===== config.mk =====
export PLATFORM = sky130hd
export DESIGN_NAME = pipe_ctrl_unit
export DESIGN_NICKNAME = d
export VERILOG_FILES = /design/src/rtl/pipe_ctrl_unit.sv
export SDC_FILE = /design/constraint.sdc
export NUM_CORES = 1
export LEC_CHECK = 0
export ABC_AREA = 1
export BUFFER_PORTS_ARGS = -buffer_cell sky130_fd_sc_hd__buf_2
export CELL_PAD_IN_SITES_DETAIL_PLACEMENT = 1
export CELL_PAD_IN_SITES_GLOBAL_PLACEMENT = 1
export CORE_MARGIN = 2
export CORE_UTILIZATION = 34
export DETAILED_ROUTE_END_ITERATION = 8
export PLACE_DENSITY_LB_ADDON = 0.3
export SKIP_LAST_GASP = 1
export SYNTH_ARGS = -nofsm -noshare
export SYNTH_HDL_FRONTEND = slang
export SYNTH_SLANG_ARGS = --single-unit

===== constraint.sdc =====
create_clock -name clk -period 2.9 [get_ports clk]
set_input_delay 0.87 -clock clk [delete_from_list [all_inputs] [get_ports clk]]
set_output_delay 0.87 -clock clk [all_outputs]
set_load 0.03 [all_outputs]

===== src/rtl/pipe_ctrl_unit.sv =====
// Control unit for the 5-stage MIPS pipeline: decodes in ID, resolves branches and
// jumps in ID, raises hazard stalls and carries control through ID/EX, EX/MEM, MEM/WB.
module pipe_ctrl_unit #(
  parameter int REG_ADDR_W  = 5,
  parameter int MUL_LATENCY = 3,
  parameter int LINK_REG    = 31
) (
  input  logic                  clk,
  input  logic                  rst,
  input  logic [5:0]            opCode,
  input  logic [5:0]            func,
  input  logic [REG_ADDR_W-1:0] rs,
  input  logic [REG_ADDR_W-1:0] rt,
  input  logic [REG_ADDR_W-1:0] rd,
  input  logic                  zero,
  output logic [1:0]            pcSrc,
  output logic                  flush,
  output logic                  stall,
  output logic [1:0]            ex_ALUOp,
  output logic                  ex_ALUSrc,
  output logic [1:0]            ex_regDst,
  output logic                  mem_memRead,
  output logic                  mem_memWrite,
  output logic                  wb_regWrite,
  output logic [1:0]            wb_regSrc,
  output logic [REG_ADDR_W-1:0] wb_dst
);

  localparam logic [5:0] OP_RTYPE = 6'd0;
  localparam logic [5:0] OP_J     = 6'd2;
  localparam logic [5:0] OP_JAL   = 6'd3;
  localparam logic [5:0] OP_BEQ   = 6'd4;
  localparam logic [5:0] OP_BNE   = 6'd5;
  localparam logic [5:0] OP_ADDI  = 6'd8;
  localparam logic [5:0] OP_SLTI  = 6'd10;
  localparam logic [5:0] OP_LW    = 6'd35;
  localparam logic [5:0] OP_SW    = 6'd43;

  localparam logic [5:0] FN_JR    = 6'd8;
  localparam logic [5:0] FN_MULT  = 6'd24;
  localparam logic [5:0] FN_ADD   = 6'd32;
  localparam logic [5:0] FN_SUB   = 6'd34;
  localparam logic [5:0] FN_SLT   = 6'd42;

  localparam logic [1:0] ALU_ADD  = 2'd0;
  localparam logic [1:0] ALU_SUB  = 2'd1;
  localparam logic [1:0] ALU_SLT  = 2'd2;
  localparam logic [1:0] ALU_MUL  = 2'd3;

  localparam logic [1:0] DST_RT   = 2'd0;
  localparam logic [1:0] DST_RD   = 2'd1;
  localparam logic [1:0] DST_LINK = 2'd2;

  localparam logic [1:0] SRC_LINK = 2'd0;
  localparam logic [1:0] SRC_MEM  = 2'd1;
  localparam logic [1:0] SRC_ALU  = 2'd2;

  localparam logic [1:0] PC_SEQ   = 2'd0;
  localparam logic [1:0] PC_JUMP  = 2'd2;
  localparam logic [1:0] PC_REG   = 2'd3;

  localparam int CNT_W = (MUL_LATENCY > 1) ? $clog2(MUL_LATENCY) : 1;
  localparam logic [CNT_W-1:0] MUL_LOAD = CNT_W'(MUL_LATENCY - 1);
  localparam logic [CNT_W-1:0] CNT_ZERO = {CNT_W{1'b0}};
  localparam logic [CNT_W-1:0] CNT_ONE  = CNT_W'(1);
  localparam logic [REG_ADDR_W-1:0] REG_ZERO  = {REG_ADDR_W{1'b0}};
  localparam logic [REG_ADDR_W-1:0] LINK_ADDR = REG_ADDR_W'(LINK_REG);

  // Register $0 is hard-wired, so it never creates a dependency.
  function automatic logic src_match(input logic [REG_ADDR_W-1:0] dst,
                                     input logic [REG_ADDR_W-1:0] src_a,
                                     input logic [REG_ADDR_W-1:0] src_b,
                                     input logic use_a,
                                     input logic use_b);
    return (dst != REG_ZERO) && ((use_a && (dst == src_a)) || (use_b && (dst == src_b)));
  endfunction

  logic [1:0]            id_alu_op_s;
  logic                  id_alu_src_s;
  logic [1:0]            id_reg_dst_s;
  logic                  id_mem_read_s;
  logic                  id_mem_write_s;
  logic                  id_reg_write_s;
  logic [1:0]            id_reg_src_s;
  logic                  id_is_mult_s;
  logic                  id_is_jr_s;
  logic                  id_use_rs_s;
  logic                  id_use_rt_s;
  logic [REG_ADDR_W-1:0] id_dst_s;
  logic                  id_is_branch_s;

  logic                  mul_busy_s;
  logic                  load_use_s;
  logic                  br_hazard_s;
  logic                  stall_s;

  logic [1:0]            ex_alu_op_q,    ex_alu_op_d;
  logic                  ex_alu_src_q,   ex_alu_src_d;
  logic [1:0]            ex_reg_dst_q,   ex_reg_dst_d;
  logic                  ex_mem_read_q,  ex_mem_read_d;
  logic                  ex_mem_write_q, ex_mem_write_d;
  logic                  ex_reg_write_q, ex_reg_write_d;
  logic [1:0]            ex_reg_src_q,   ex_reg_src_d;
  logic [REG_ADDR_W-1:0] ex_dst_q,       ex_dst_d;
  logic                  mem_mem_read_q,  mem_mem_read_d;
  logic                  mem_mem_write_q, mem_mem_write_d;
  logic                  mem_reg_write_q, mem_reg_write_d;
  logic [1:0]            mem_reg_src_q,   mem_reg_src_d;
  logic [REG_ADDR_W-1:0] mem_dst_q,       mem_dst_d;
  logic                  wb_reg_write_q,  wb_reg_write_d;
  logic [1:0]            wb_reg_src_q,    wb_reg_src_d;
  logic [REG_ADDR_W-1:0] wb_dst_q,        wb_dst_d;
  logic [CNT_W-1:0]      mul_cnt_q,       mul_cnt_d;

  // ID-stage decode of opcode/func into control bits and source usage.
  always_comb begin
    id_alu_op_s    = ALU_ADD;
    id_alu_src_s   = 1'b0;
    id_reg_dst_s   = DST_RT;
    id_mem_read_s  = 1'b0;
    id_mem_write_s = 1'b0;
    id_reg_write_s = 1'b0;
    id_reg_src_s   = SRC_LINK;
    id_is_mult_s   = 1'b0;
    id_is_jr_s     = 1'b0;
    id_use_rs_s    = 1'b1;
    id_use_rt_s    = 1'b0;
    case (opCode)
      OP_RTYPE: begin
        id_use_rt_s = 1'b1;
        case (func)
          FN_ADD: begin
            id_reg_dst_s = DST_RD; id_reg_write_s = 1'b1; id_reg_src_s = SRC_ALU;
          end
          FN_SUB: begin
            id_alu_op_s = ALU_SUB;
            id_reg_dst_s = DST_RD; id_reg_write_s = 1'b1; id_reg_src_s = SRC_ALU;
          end
          FN_SLT: begin
            id_alu_op_s = ALU_SLT;
            id_reg_dst_s = DST_RD; id_reg_write_s = 1'b1; id_reg_src_s = SRC_ALU;
          end
          FN_MULT: begin
            id_alu_op_s = ALU_MUL; id_is_mult_s = 1'b1;
            id_reg_dst_s = DST_RD; id_reg_write_s = 1'b1; id_reg_src_s = SRC_ALU;
          end
          FN_JR:   id_is_jr_s = 1'b1;
          default: id_is_jr_s = 1'b0;
        endcase
      end
      OP_ADDI: begin
        id_alu_src_s = 1'b1; id_reg_write_s = 1'b1; id_reg_src_s = SRC_ALU;
      end
      OP_SLTI: begin
        id_alu_op_s = ALU_SLT; id_alu_src_s = 1'b1;
        id_reg_write_s = 1'b1; id_reg_src_s = SRC_ALU;
      end
      OP_LW: begin
        id_alu_src_s = 1'b1; id_mem_read_s = 1'b1;
        id_reg_write_s = 1'b1; id_reg_src_s = SRC_MEM;
      end
      OP_SW: begin
        id_alu_src_s = 1'b1; id_mem_write_s = 1'b1; id_use_rt_s = 1'b1;
      end
      OP_J:    id_use_rs_s = 1'b0;
      OP_JAL: begin
        id_use_rs_s = 1'b0; id_reg_dst_s = DST_LINK;
        id_reg_write_s = 1'b1; id_reg_src_s = SRC_LINK;
      end
      OP_BEQ, OP_BNE: begin
        id_alu_op_s = ALU_SUB; id_use_rt_s = 1'b1;
      end
      default: id_use_rs_s = 1'b1;
    endcase
  end

  // Destination resolved in ID; non-writing instructions carry register 0.
  always_comb begin
    id_dst_s = REG_ZERO;
    if (id_reg_write_s) begin
      case (id_reg_dst_s)
        DST_RT:   id_dst_s = rt;
        DST_RD:   id_dst_s = rd;
        DST_LINK: id_dst_s = LINK_ADDR;
        default:  id_dst_s = REG_ZERO;
      endcase
    end else begin
      id_dst_s = REG_ZERO;
    end
  end

  assign id_is_branch_s = (opCode == OP_BEQ) || (opCode == OP_BNE) || id_is_jr_s;
  assign mul_busy_s     = (mul_cnt_q != CNT_ZERO);
  assign load_use_s     = ex_mem_read_q &&
                          src_match(ex_dst_q, rs, rt, id_use_rs_s, id_use_rt_s);
  assign br_hazard_s    = id_is_branch_s &&
                          ((ex_reg_write_q && src_match(ex_dst_q, rs, rt, id_use_rs_s, id_use_rt_s)) ||
                           (mem_mem_read_q && src_match(mem_dst_q, rs, rt, id_use_rs_s, id_use_rt_s)));
  assign stall_s        = mul_busy_s || load_use_s || br_hazard_s;

  // PC select, IF/ID flush and stall; reset and any stall suppress redirects.
  always_comb begin
    pcSrc = PC_SEQ;
    flush = 1'b0;
    stall = 1'b0;
    if (rst) begin
      stall = 1'b0;
    end else if (stall_s) begin
      stall = 1'b1;
    end else begin
      case (opCode)
        OP_BEQ:        begin pcSrc = {1'b0, zero};  flush = zero;  end
        OP_BNE:        begin pcSrc = {1'b0, ~zero}; flush = ~zero; end
        OP_J, OP_JAL:  begin pcSrc = PC_JUMP;       flush = 1'b1;  end
        OP_RTYPE: begin
          if (id_is_jr_s) begin
            pcSrc = PC_REG; flush = 1'b1;
          end else begin
            pcSrc = PC_SEQ; flush = 1'b0;
          end
        end
        default:       begin pcSrc = PC_SEQ;        flush = 1'b0;  end
      endcase
    end
  end

  // Stage-register next state: multiply holds ID/EX, other stalls inject a bubble.
  always_comb begin
    ex_alu_op_d     = ex_alu_op_q;
    ex_alu_src_d    = ex_alu_src_q;
    ex_reg_dst_d    = ex_reg_dst_q;
    ex_mem_read_d   = ex_mem_read_q;
    ex_mem_write_d  = ex_mem_write_q;
    ex_reg_write_d  = ex_reg_write_q;
    ex_reg_src_d    = ex_reg_src_q;
    ex_dst_d        = ex_dst_q;
    mem_mem_read_d  = ex_mem_read_q;
    mem_mem_write_d = ex_mem_write_q;
    mem_reg_write_d = ex_reg_write_q;
    mem_reg_src_d   = ex_reg_src_q;
    mem_dst_d       = ex_dst_q;
    wb_reg_write_d  = mem_reg_write_q;
    wb_reg_src_d    = mem_reg_src_q;
    wb_dst_d        = mem_dst_q;
    mul_cnt_d       = CNT_ZERO;
    if (mul_busy_s) begin
      mem_mem_read_d  = 1'b0;
      mem_mem_write_d = 1'b0;
      mem_reg_write_d = 1'b0;
      mem_reg_src_d   = SRC_LINK;
      mem_dst_d       = REG_ZERO;
      mul_cnt_d       = mul_cnt_q - CNT_ONE;
    end else if (stall_s) begin
      ex_alu_op_d    = ALU_ADD;
      ex_alu_src_d   = 1'b0;
      ex_reg_dst_d   = DST_RT;
      ex_mem_read_d  = 1'b0;
      ex_mem_write_d = 1'b0;
      ex_reg_write_d = 1'b0;
      ex_reg_src_d   = SRC_LINK;
      ex_dst_d       = REG_ZERO;
    end else begin
      ex_alu_op_d    = id_alu_op_s;
      ex_alu_src_d   = id_alu_src_s;
      ex_reg_dst_d   = id_reg_dst_s;
      ex_mem_read_d  = id_mem_read_s;
      ex_mem_write_d = id_mem_write_s;
      ex_reg_write_d = id_reg_write_s;
      ex_reg_src_d   = id_reg_src_s;
      ex_dst_d       = id_dst_s;
      mul_cnt_d      = id_is_mult_s ? MUL_LOAD : CNT_ZERO;
    end
  end

  // Stage registers and multiply counter with synchronous reset.
  always_ff @(posedge clk) begin
    if (rst) begin
      ex_alu_op_q     <= ALU_ADD;
      ex_alu_src_q    <= 1'b0;
      ex_reg_dst_q    <= DST_RT;
      ex_mem_read_q   <= 1'b0;
      ex_mem_write_q  <= 1'b0;
      ex_reg_write_q  <= 1'b0;
      ex_reg_src_q    <= SRC_LINK;
      ex_dst_q        <= REG_ZERO;
      mem_mem_read_q  <= 1'b0;
      mem_mem_write_q <= 1'b0;
      mem_reg_write_q <= 1'b0;
      mem_reg_src_q   <= SRC_LINK;
      mem_dst_q       <= REG_ZERO;
      wb_reg_write_q  <= 1'b0;
      wb_reg_src_q    <= SRC_LINK;
      wb_dst_q        <= REG_ZERO;
      mul_cnt_q       <= CNT_ZERO;
    end else begin
      ex_alu_op_q     <= ex_alu_op_d;
      ex_alu_src_q    <= ex_alu_src_d;
      ex_reg_dst_q    <= ex_reg_dst_d;
      ex_mem_read_q   <= ex_mem_read_d;
      ex_mem_write_q  <= ex_mem_write_d;
      ex_reg_write_q  <= ex_reg_write_d;
      ex_reg_src_q    <= ex_reg_src_d;
      ex_dst_q        <= ex_dst_d;
      mem_mem_read_q  <= mem_mem_read_d;
      mem_mem_write_q <= mem_mem_write_d;
      mem_reg_write_q <= mem_reg_write_d;
      mem_reg_src_q   <= mem_reg_src_d;
      mem_dst_q       <= mem_dst_d;
      wb_reg_write_q  <= wb_reg_write_d;
      wb_reg_src_q    <= wb_reg_src_d;
      wb_dst_q        <= wb_dst_d;
      mul_cnt_q       <= mul_cnt_d;
    end
  end

  assign ex_ALUOp     = ex_alu_op_q;
  assign ex_ALUSrc    = ex_alu_src_q;
  assign ex_regDst    = ex_reg_dst_q;
  assign mem_memRead  = mem_mem_read_q;
  assign mem_memWrite = mem_mem_write_q;
  assign wb_regWrite  = wb_reg_write_q;
  assign wb_regSrc    = wb_reg_src_q;
  assign wb_dst       = wb_dst_q;

endmodule


After elaboration in Yosys (flattened, before gate mapping). Index checks and enable logic that the tools add are counted.

Flip-flop bits (word level): 35. Bits in latches: 0. Bits in writable memories: 0. ROM bits: 0. Logic and storage cells: 108. Memories kept: 0.

Add/sub/neg operators: 1. Multiply operators: 0. Divide/modulo/power cells: 0. Magnitude comparators: 0. Eq/ne operators: 19. Shift-type cells: 0. Mux-type cells: 40. Bitwise operators: 1. Reductions and logical operators: 30.

Operators with widths (number): 6-bit == test, second input constant (5); 5-bit == test (4); 1-bit two-way mux (20); 2-bit two-way mux (10); 6-bit by 4-bit == test with 1-bit output, second input constant (3); 2-bit one-hot mux with 3 select lines (3); 4-bit OR reduction (4); 5-bit one-hot mux with 3 select lines (1); 6-bit by 2-bit == test with 1-bit output, second input constant (2); 6-bit by 3-bit == test with 1-bit output, second input constant (2); 1-bit logical AND (10); 5-bit two-way mux (2); 5-bit nonzero test (2); 2-bit one-hot mux with 4 select lines (1); 2-bit OR reduction (4); 1-bit logical OR (7); 6-bit by 5-bit == test with 1-bit output, second input constant (1); 6-bit logical NOT (1); 1-bit one-hot mux with 4 select lines (1); 2-bit one-hot mux with 2 select lines (1); 2-bit by 1-bit == test with 1-bit output, second input constant (1); 2-bit == test, second input constant (1); 2-bit logical NOT (1); 1-bit one-hot mux with 2 select lines (1); 3 further kinds (3).

Depth between registers and ports, before layout. Gate-level depths: netlist of run 1.

Depth after elaboration: 12. Gate-level depth with buffers: 12. Mapped depth without buffers: 12.

Least setup slack after synthesis of run 1. Ideal clock, no wire load.

Path type: input to output. From: in opCode[2]. To: out pcSrc[1]. Arrival time: 2159 ps. Required time: 2030 ps. Slack: -129 ps. Stages on the path: 11. Cell sequence: nor2_2 > nand3_2 > inv_2 > nor2_1 > nand2_1 > nand2_2 > nand3_1 > nand2_2 > a21oi_1 > nand2_1 > nor2_1.

Word-level cells in the longest chain between the ends: 12.

RTL lines: start: declaration (RTL line 10) `input logic [5:0] opCode,`; 6-bit by 3-bit == test with 1-bit output, or another cell as far along (RTL line 128, 192, 211); 4-bit OR reduction (no line) / 2-bit OR reduction (equally long branches); 1-bit two-way mux (RTL line 128) `case (opCode)`; 1-bit logical AND (RTL line 75) `return (dst != REG_ZERO) && ((use_a && (dst == src_a)) || (use_b && (dst == src_b)));`; 1-bit logical OR (RTL line 75); 1-bit logical AND (RTL line 75); 1-bit logical AND (on tied branches) (RTL line 197, 198); 1-bit logical OR (RTL line 197) `((ex_reg_write_q && src_match(ex_dst_q, rs, rt, id_use_rs_s, id_use_rt_s)) ||`; 1-bit logical AND (RTL line 196) `assign br_hazard_s = id_is_branch_s &&`; 1-bit logical OR (RTL line 199) `assign stall_s = mul_busy_s || load_use_s || br_hazard_s;`; 2-bit two-way mux * (RTL line 208) `end else if (stall_s) begin`; 2-bit two-way mux * (RTL line 206) `if (rst) begin`; end: declaration (RTL line 16) `output logic [1:0] pcSrc,`.

Mark *: on every way between the ends. The rest lies on a longest branch, timed or not.

Final worst setup path of run 1.
From: in opCode[4]. To: out stall.

Word-level cells in the longest chain between the ends: 12.

RTL lines: 6-bit by 3-bit == test with 1-bit output, or another cell as far along (RTL line 128, 192); 4-bit OR reduction (no line) / 2-bit OR reduction (equally long branches); 1-bit two-way mux (RTL line 128); 1-bit logical AND (RTL line 75); 1-bit logical OR (RTL line 75); 1-bit logical AND (RTL line 75); 1-bit logical AND (on tied branches) (RTL line 197, 198); 1-bit logical OR (RTL line 197); 1-bit logical AND (RTL line 196); 1-bit logical OR * (RTL line 199); 1-bit two-way mux * (RTL line 208); 1-bit two-way mux * (RTL line 206); end: declaration (RTL line 18) `output logic stall,`.

Marks and branches as above.

==> results of run 1 <==
routing by layer:
layer	part of all wire (%)	global-route usage, %	routed length [um]	vias to the layer above
met3	3.7	3.98	218	13
met1	44	24.2	2560	942
met2	51	37.3	2960	42
met5	0	0	0	-
li1	-	-	-	1075
met4	1.8	5.86	104	0
power by group:
group          switching (W)  internal (W)
clock               0.000171      0.000216
sequential        0.00000294      0.000484
combinational      0.0000730     0.0000630
total               0.000247      0.000763
registers in the layout (all words and copies together), names as in the netlist:
register,cells
ex_reg_src_q,2
mul_cnt_q,2
wb_regWrite,1
mem_dst_q,5
mem_memRead,1
ex_dst_q,5
wb_regSrc,2
ex_ALUSrc,1
wb_dst,5
ex_reg_write_q,1
ex_mem_write_q,1
ex_ALUOp,2
mem_memWrite,1
ex_mem_read_q,1
ex_regDst,2
mem_reg_write_q,1
mem_reg_src_q,2
cells in the mapped netlist, drive strengths merged:
cell    number  area share (%)
nor3b        1            0.39
o21ai        1            0.26
nand3       24             7.6
xor2         8             3.7
nor2        52              11
clkinv       2            0.39
or2          1            0.33
nand2       74              15
nand4       22             7.2
a21oi        1            0.26
o311ai       1            0.46
xnor2        8             3.7
buf          3             1.4
clkbuf       2            0.39
inv         46             9.0
nor3         6             1.6
o211ai       1            0.39
dfxtp       35              37
path summary, 6_finish.rpt:
| path | from | cells past startpoint | end |
|---|---|---|---|
| setup / recovery | opCode[4] | 12 | stall |
| hold / removal | mem_reg_src_q[1] | 2 | wb_regSrc[1] |
| setup reg to reg | ex_dst_q[0] | 12 | ex_reg_src_q[0] |
| hold reg to reg | mem_reg_src_q[1] | 2 | wb_regSrc[1] |
area by class of cell:
| class | instances | area, um2 | area share (%) |
|---|---|---|---|
| timing repair buffer | 85 | 558 | 20.7 |
| sequential | 35 | 701 | 26.0 |
| clock buffer | 7 | 96.3 | 3.57 |
| inverter | 48 | 180 | 6.69 |
| multi-input combinational | 200 | 1060 | 39.4 |
| clock inverter | 1 | 7.51 | 0.279 |
| tap | 72 | 90.1 | 3.34 |
critical path, delay by kind of cell:
family | cells | cell delay (ns)
AND/OR/NAND/NOR | 8 | 0.89
AO/OA/AOI/OAI | 1 | 0.06
buffers and inverters | 3 | 0.37
timing repair:
action,in CTS,in global routing
gates resized for setup,20,6
endpoints found under the hold margin,0,0
pin swaps,3,11
setup endpoints to repair,4,4
setup buffers,5,3
cell families after synthesis:
family | count (synthesis)
AOI/OAI and AO/OA | 4
xor gates and xnor gates | 16
buffers and inverters | 53
DFF | 35
and+or+nand+nor | 180
per-stage QoR:
| step | cell area [um2] | cells | total power, W |
|---|---|---|---|
| finish | 2700 | 448 | 0.00101 |
| CTS | 2650 | 445 | 0.00102 |
| global placement | 2430 | 432 | 0.000619 |
| floorplan | 1910 | 288 | 0.000554 |
| global route | 2700 | 448 | 0.00106 |
| detailed placement | 2430 | 432 | 0.000622 |
==> flow_summary.json, run 1 <==
{
  "cap_viol_max_count": 0,
  "fin_crit_ns": 3.05,
  "syn_inst": 288,
  "cpPeakStageDelay_ns": 0.19,
  "dr.pass1.iters": 4,
  "ant_nets": 0,
  "violations": "negative setup slack",
  "vias": 2072,
  "coreArea_mm2": 0.00547,
  "ys_warn_count": 0,
  "crit_fanout": 4,
  "finalSetupViolations": 4,
  "final_util_pct": 49.2,
  "crit_type": "in2out",
  "antenna_found_initial": 0,
  "io_pins": 49,
  "rsz0062_at_grt": "yes",
  "max-slew-margin-rel_pct": 77.0,
  "final_common_cell": "nand2_1",
  "tightest_slew_ns": 0.343,
  "crit_path_top_delay_cell": "nor2_4",
  "path_common_cell": "nand3_2",
  "synth_compound_area_share_pct": 1.38,
  "wirelength_um": 5840,
  "power.density_mw_per_mm2": 375,
  "grt-ovfl-total": 0,
  "grt_pass1_vias": 2179,
  "io_buffer_count": 48,
  "synth.mux.area_fraction_pct": 0,
  "fin_hold_ws_ns": 0.403,
  "vias_per_cell": 4.63,
  "finalMaxSlewViolations": 0,
  "p_leak_nw": 1.43,
  "layout_common_cells": "69 x nand2_1, 45 x nor2_1, 41 x inv_1, 41 x buf_2, 39 x buf_4",
  "cp_cell_sequence": "buf_8, nor2_4, nand3_2, nand3_4, nand3_2, nand2_2, nand3_2, nand2_4, a21oi_2, buf_4, nor2_4, buf_6",
  "status": "complete, but fails checks",
  "area_growth_pct": 41.2,
  "place_ws_ns": -0.313,
  "yosysUniqueCellTypes": 25,
  "clk_path_buf_depth": 2,
  "gp_congestion": 0.866,
  "ir_drop_v": 0.000216,
  "ys_seq_elements": 35,
  "cts-htree-levels": 2,
  "worstPathArrival_ns": 2.18,
  "synthAdderAreaFrac_pct": 0,
  "max_freq_ghz": 0.328,
  "timing.final.ws_setup_ns": -0.150,
  "start_util_pct": 34.9,
  "syn_area_per_cell_um2": 6.63,
  "cts-root-buf": "clkbuf_8",
  "die_area_mm2": 0.00623,
  "grt_max_degree": 16,
  "clock_latency_ns": 0.28,
  "r2r_slack_ns": 1.04,
  "synth_top_family_by_area": "simple AND/OR/NAND/NOR gates",
  "cts_tree": "built",
  "grtUsageTotal_pct": 20.4,
  "clk_pin_slew_worst_paths_ns": 0.07,
  "cp_data_required_time_ns": 2.03,
  "critPathLaunchType": "input pin",
  "ys_seq_area_share_pct": 36.7,
  "drc": 0,
  "synth_area_mm2": 0.00191,
  "skew_ns": 0.00267,
  "fp.dieH_um": 78.9,
  "syn-num-nets": 318,
  "nNetsFinal": 405,
  "fin_tns_setup_ns": -0.542,
  "fillers": 729,
  "cts_inserted_buffers": 5,
  "routedWlPerCell_um": 13.0,
  "dp.final_hpwl_um": 4650,
  "grt_pass1_wl_um": 9910,
  "drive_above_1_share_pct": 31.9,
  "rows": 27,
  "hold_viol_final": 0,
  "cp-end-kind": "output pin",
  "die_x_um": 78.9,
  "drt-initial-drc-count": 36,
  "clock_sinks": 35,
  "cts_hold_buf": 0,
  "synth_xor_area_share_pct": 7.34,
  "synth_simple_gate_area_share_pct": 43.3,
  "period_share_pct": 105,
  "diodes": 0,
  "hold_path_class": "reg2reg"
}
(Power assumes the default switching activity.)
==> run 2: changes to the inputs <==
--- a/config.mk
+++ b/config.mk
@@ -6,12 +6,12 @@
 export NUM_CORES = 1
 export LEC_CHECK = 0
 export ABC_AREA = 1
-export BUFFER_PORTS_ARGS = -buffer_cell sky130_fd_sc_hd__buf_2
 export CELL_PAD_IN_SITES_DETAIL_PLACEMENT = 1
 export CELL_PAD_IN_SITES_GLOBAL_PLACEMENT = 1
 export CORE_MARGIN = 2
 export CORE_UTILIZATION = 34
 export DETAILED_ROUTE_END_ITERATION = 8
+export DONT_BUFFER_PORTS = 1
 export PLACE_DENSITY_LB_ADDON = 0.3
 export SKIP_LAST_GASP = 1
 export SYNTH_ARGS = -nofsm -noshare
==> flow_summary.json, run 2 (same netlist as run 1, synthesis figures left out) <==
{
  "clock_sinks": 35,
  "finalMaxSlewViolations": 0,
  "vias": 1882,
  "critPathLaunchType": "input pin",
  "vias_per_cell": 4.91,
  "rows": 27,
  "worstPathArrival_ns": 2.03,
  "post_dp_cell_area_mm2": 0.00210,
  "clk_pin_slew_worst_paths_ns": 0.07,
  "grt_max_degree": 16,
  "critPathLaunch": "rt[0]",
  "io_buffer_count": 0,
  "gp_congestion": 0.935,
  "rsz0062_at_grt": "yes",
  "routedWlPerCell_um": 14.4,
  "max_freq_ghz": 0.345,
  "fp.dieH_um": 78.9,
  "timing.final.ws_setup_ns": 0.0000997,
  "fin_crit_ns": 2.90,
  "cp_data_required_time_ns": 2.03,
  "drive_above_1_share_pct": 17.0,
  "wirelength_um": 5500,
  "layoutNonFillerInstCount": 383,
  "cts-htree-levels": 2,
  "max-slew-margin-rel_pct": 78.1,
  "switchingPower_w": 0.000219,
  "cp-end-kind": "output pin",
  "clk_path_buf_depth": 2,
  "die_area_mm2": 0.00623,
  "finalSetupViolations": 0,
  "timing.critical_path.to": "stall",
  "area_growth_pct": 18.5,
  "dr.pass1.iters": 4,
  "clock_latency_ns": 0.28,
  "die_x_um": 78.9,
  "power.density_mw_per_mm2": 421,
  "nNetsFinal": 340,
  "p_leak_nw": 1.14,
  "r2r-end": "ex_reg_src_q[0]",
  "grtUsageTotal_pct": 18.6,
  "ir_drop_v": 0.000279,
  "hold_path_class": "reg2reg",
  "cts-root-buf": "clkbuf_8",
  "antenna_found_initial": 0,
  "hold_viol_final": 0,
  "status": "finished, final reports clean",
  "cts_inserted_buffers": 5,
  "crit_fanout": 3,
  "r2r_slack_ns": 1.02,
  "io_pins": 49,
  "p_int_w": 0.000733,
  "drc": 0,
  "p_clk_share_pct": 40.4,
  "coreArea_mm2": 0.00547,
  "start_util_pct": 34.9,
  "period_share_pct": 100,
  "cts_hold_buf": 0,
  "grt-ovfl-total": 0,
  "r2r-start": "ex_dst_q[0]",
  "cts_tree": "built",
  "grt_pass1_wl_um": 9000,
  "reg2reg_depth": 12,
  "skew_ns": 0.00410,
  "place_ws_ns": -0.0719,
  "switching_share_pct": 23.0,
  "grt_pass1_vias": 1957,
  "combPwrFrac_pct": 8.1,
  "dp.final_hpwl_um": 4350,
  "layout_common_cells": "70 x nand2_1, 45 x nor2_1, 42 x inv_1, 35 x dfxtp_1, 22 x nand4_1",
  "crit_type": "in2out",
  "cap_viol_max_count": 0,
  "fin_tns_setup_ns": 0,
  "tightest_slew_ns": 0.324,
  "ant_nets": 0,
  "final_common_cell": "nand2_1",
  "diodes": 0,
  "drt-initial-drc-count": 60,
  "place_inst": 373,
  "design_area_mm2": 0.00226,
  "seqPwrFrac_pct": 51.4
}
==> run 2: power by group through the flow <==
stage	registers, W	clock network (W)	logic [W]
final	0.000490	0.000385	0.0000773
after global placement	0.000500	0	0.0000729
after detailed placement	0.000500	0	0.0000740
after floorplan	0.000500	0	0.0000547
after CTS	0.000489	0.000397	0.0000752
after global routing	0.000490	0.000422	0.0000869
==> run 2: layout make-up <==
class | instances | area, um2
Clock buffer | 8 | 100
Fill cell | 730 | 3210
Inverter | 48 | 180
Multi-Input combinational cell | 200 | 1030
Sequential cell | 35 | 701
Tap cell | 72 | 90.1
Timing Repair Buffer | 20 | 158
==> run 2: through the flow <==
step / util (%) / hold slack [ns] / total power [W]
after floorplan: - / 0.388 / 0.000554
after global placement: 38.5 / 0.397 / 0.000573
after detailed placement: 38.5 / 0.398 / 0.000575
after CTS: 40.6 / 0.405 / 0.000962
after global routing: 41.4 / 0.422 / 0.000999
final: 41.4 / 0.401 / 0.000952
==> run 2: what timing repair did <==
item,CTS,global route
buffers inserted,1,1
resized for setup,3,7
setup endpoints to repair,4,4
pin swaps,1,1
==> run 2: worst min path at each step <==
| stage | slack [ns] | to | depth (start not counted) | from |
|---|---|---|---|---|
| 6_report | 0.40 | wb_regWrite | 2 | mem_reg_write_q |
| 3_5_place_dp | 0.40 | wb_regWrite | 2 | mem_reg_write_q |
| 3_3_place_gp | 0.40 | wb_regWrite | 2 | mem_reg_write_q |
| 5_1_grt | 0.42 | wb_regSrc[1] | 2 | mem_reg_src_q[1] |
| 2_1_floorplan | 0.39 | wb_regSrc[0] | 2 | mem_reg_src_q[0] |
| 4_1_cts | 0.40 | wb_regWrite | 2 | mem_reg_write_q |
==> run 2: worst max-delay path, stage by stage <==
cell     delay [ns]
xnor2_1        0.12
nand2_1        0.06
nor2_1         0.19
nand3_2        0.10
nand2_2        0.09
nand3_2        0.06
nand2_2        0.10
a21oi_2        0.07
buf_4          0.14
nor2_2         0.09
buf_6          0.14
==> run 2: layer usage <==
layer	track usage [%]	up-vias	part of all wire, %
li1	-	941	-
met1	22.9	890	44
met2	31.0	41	49
met3	4.77	10	4.7
met4	7.59	0	2.3
met5	0	-	0
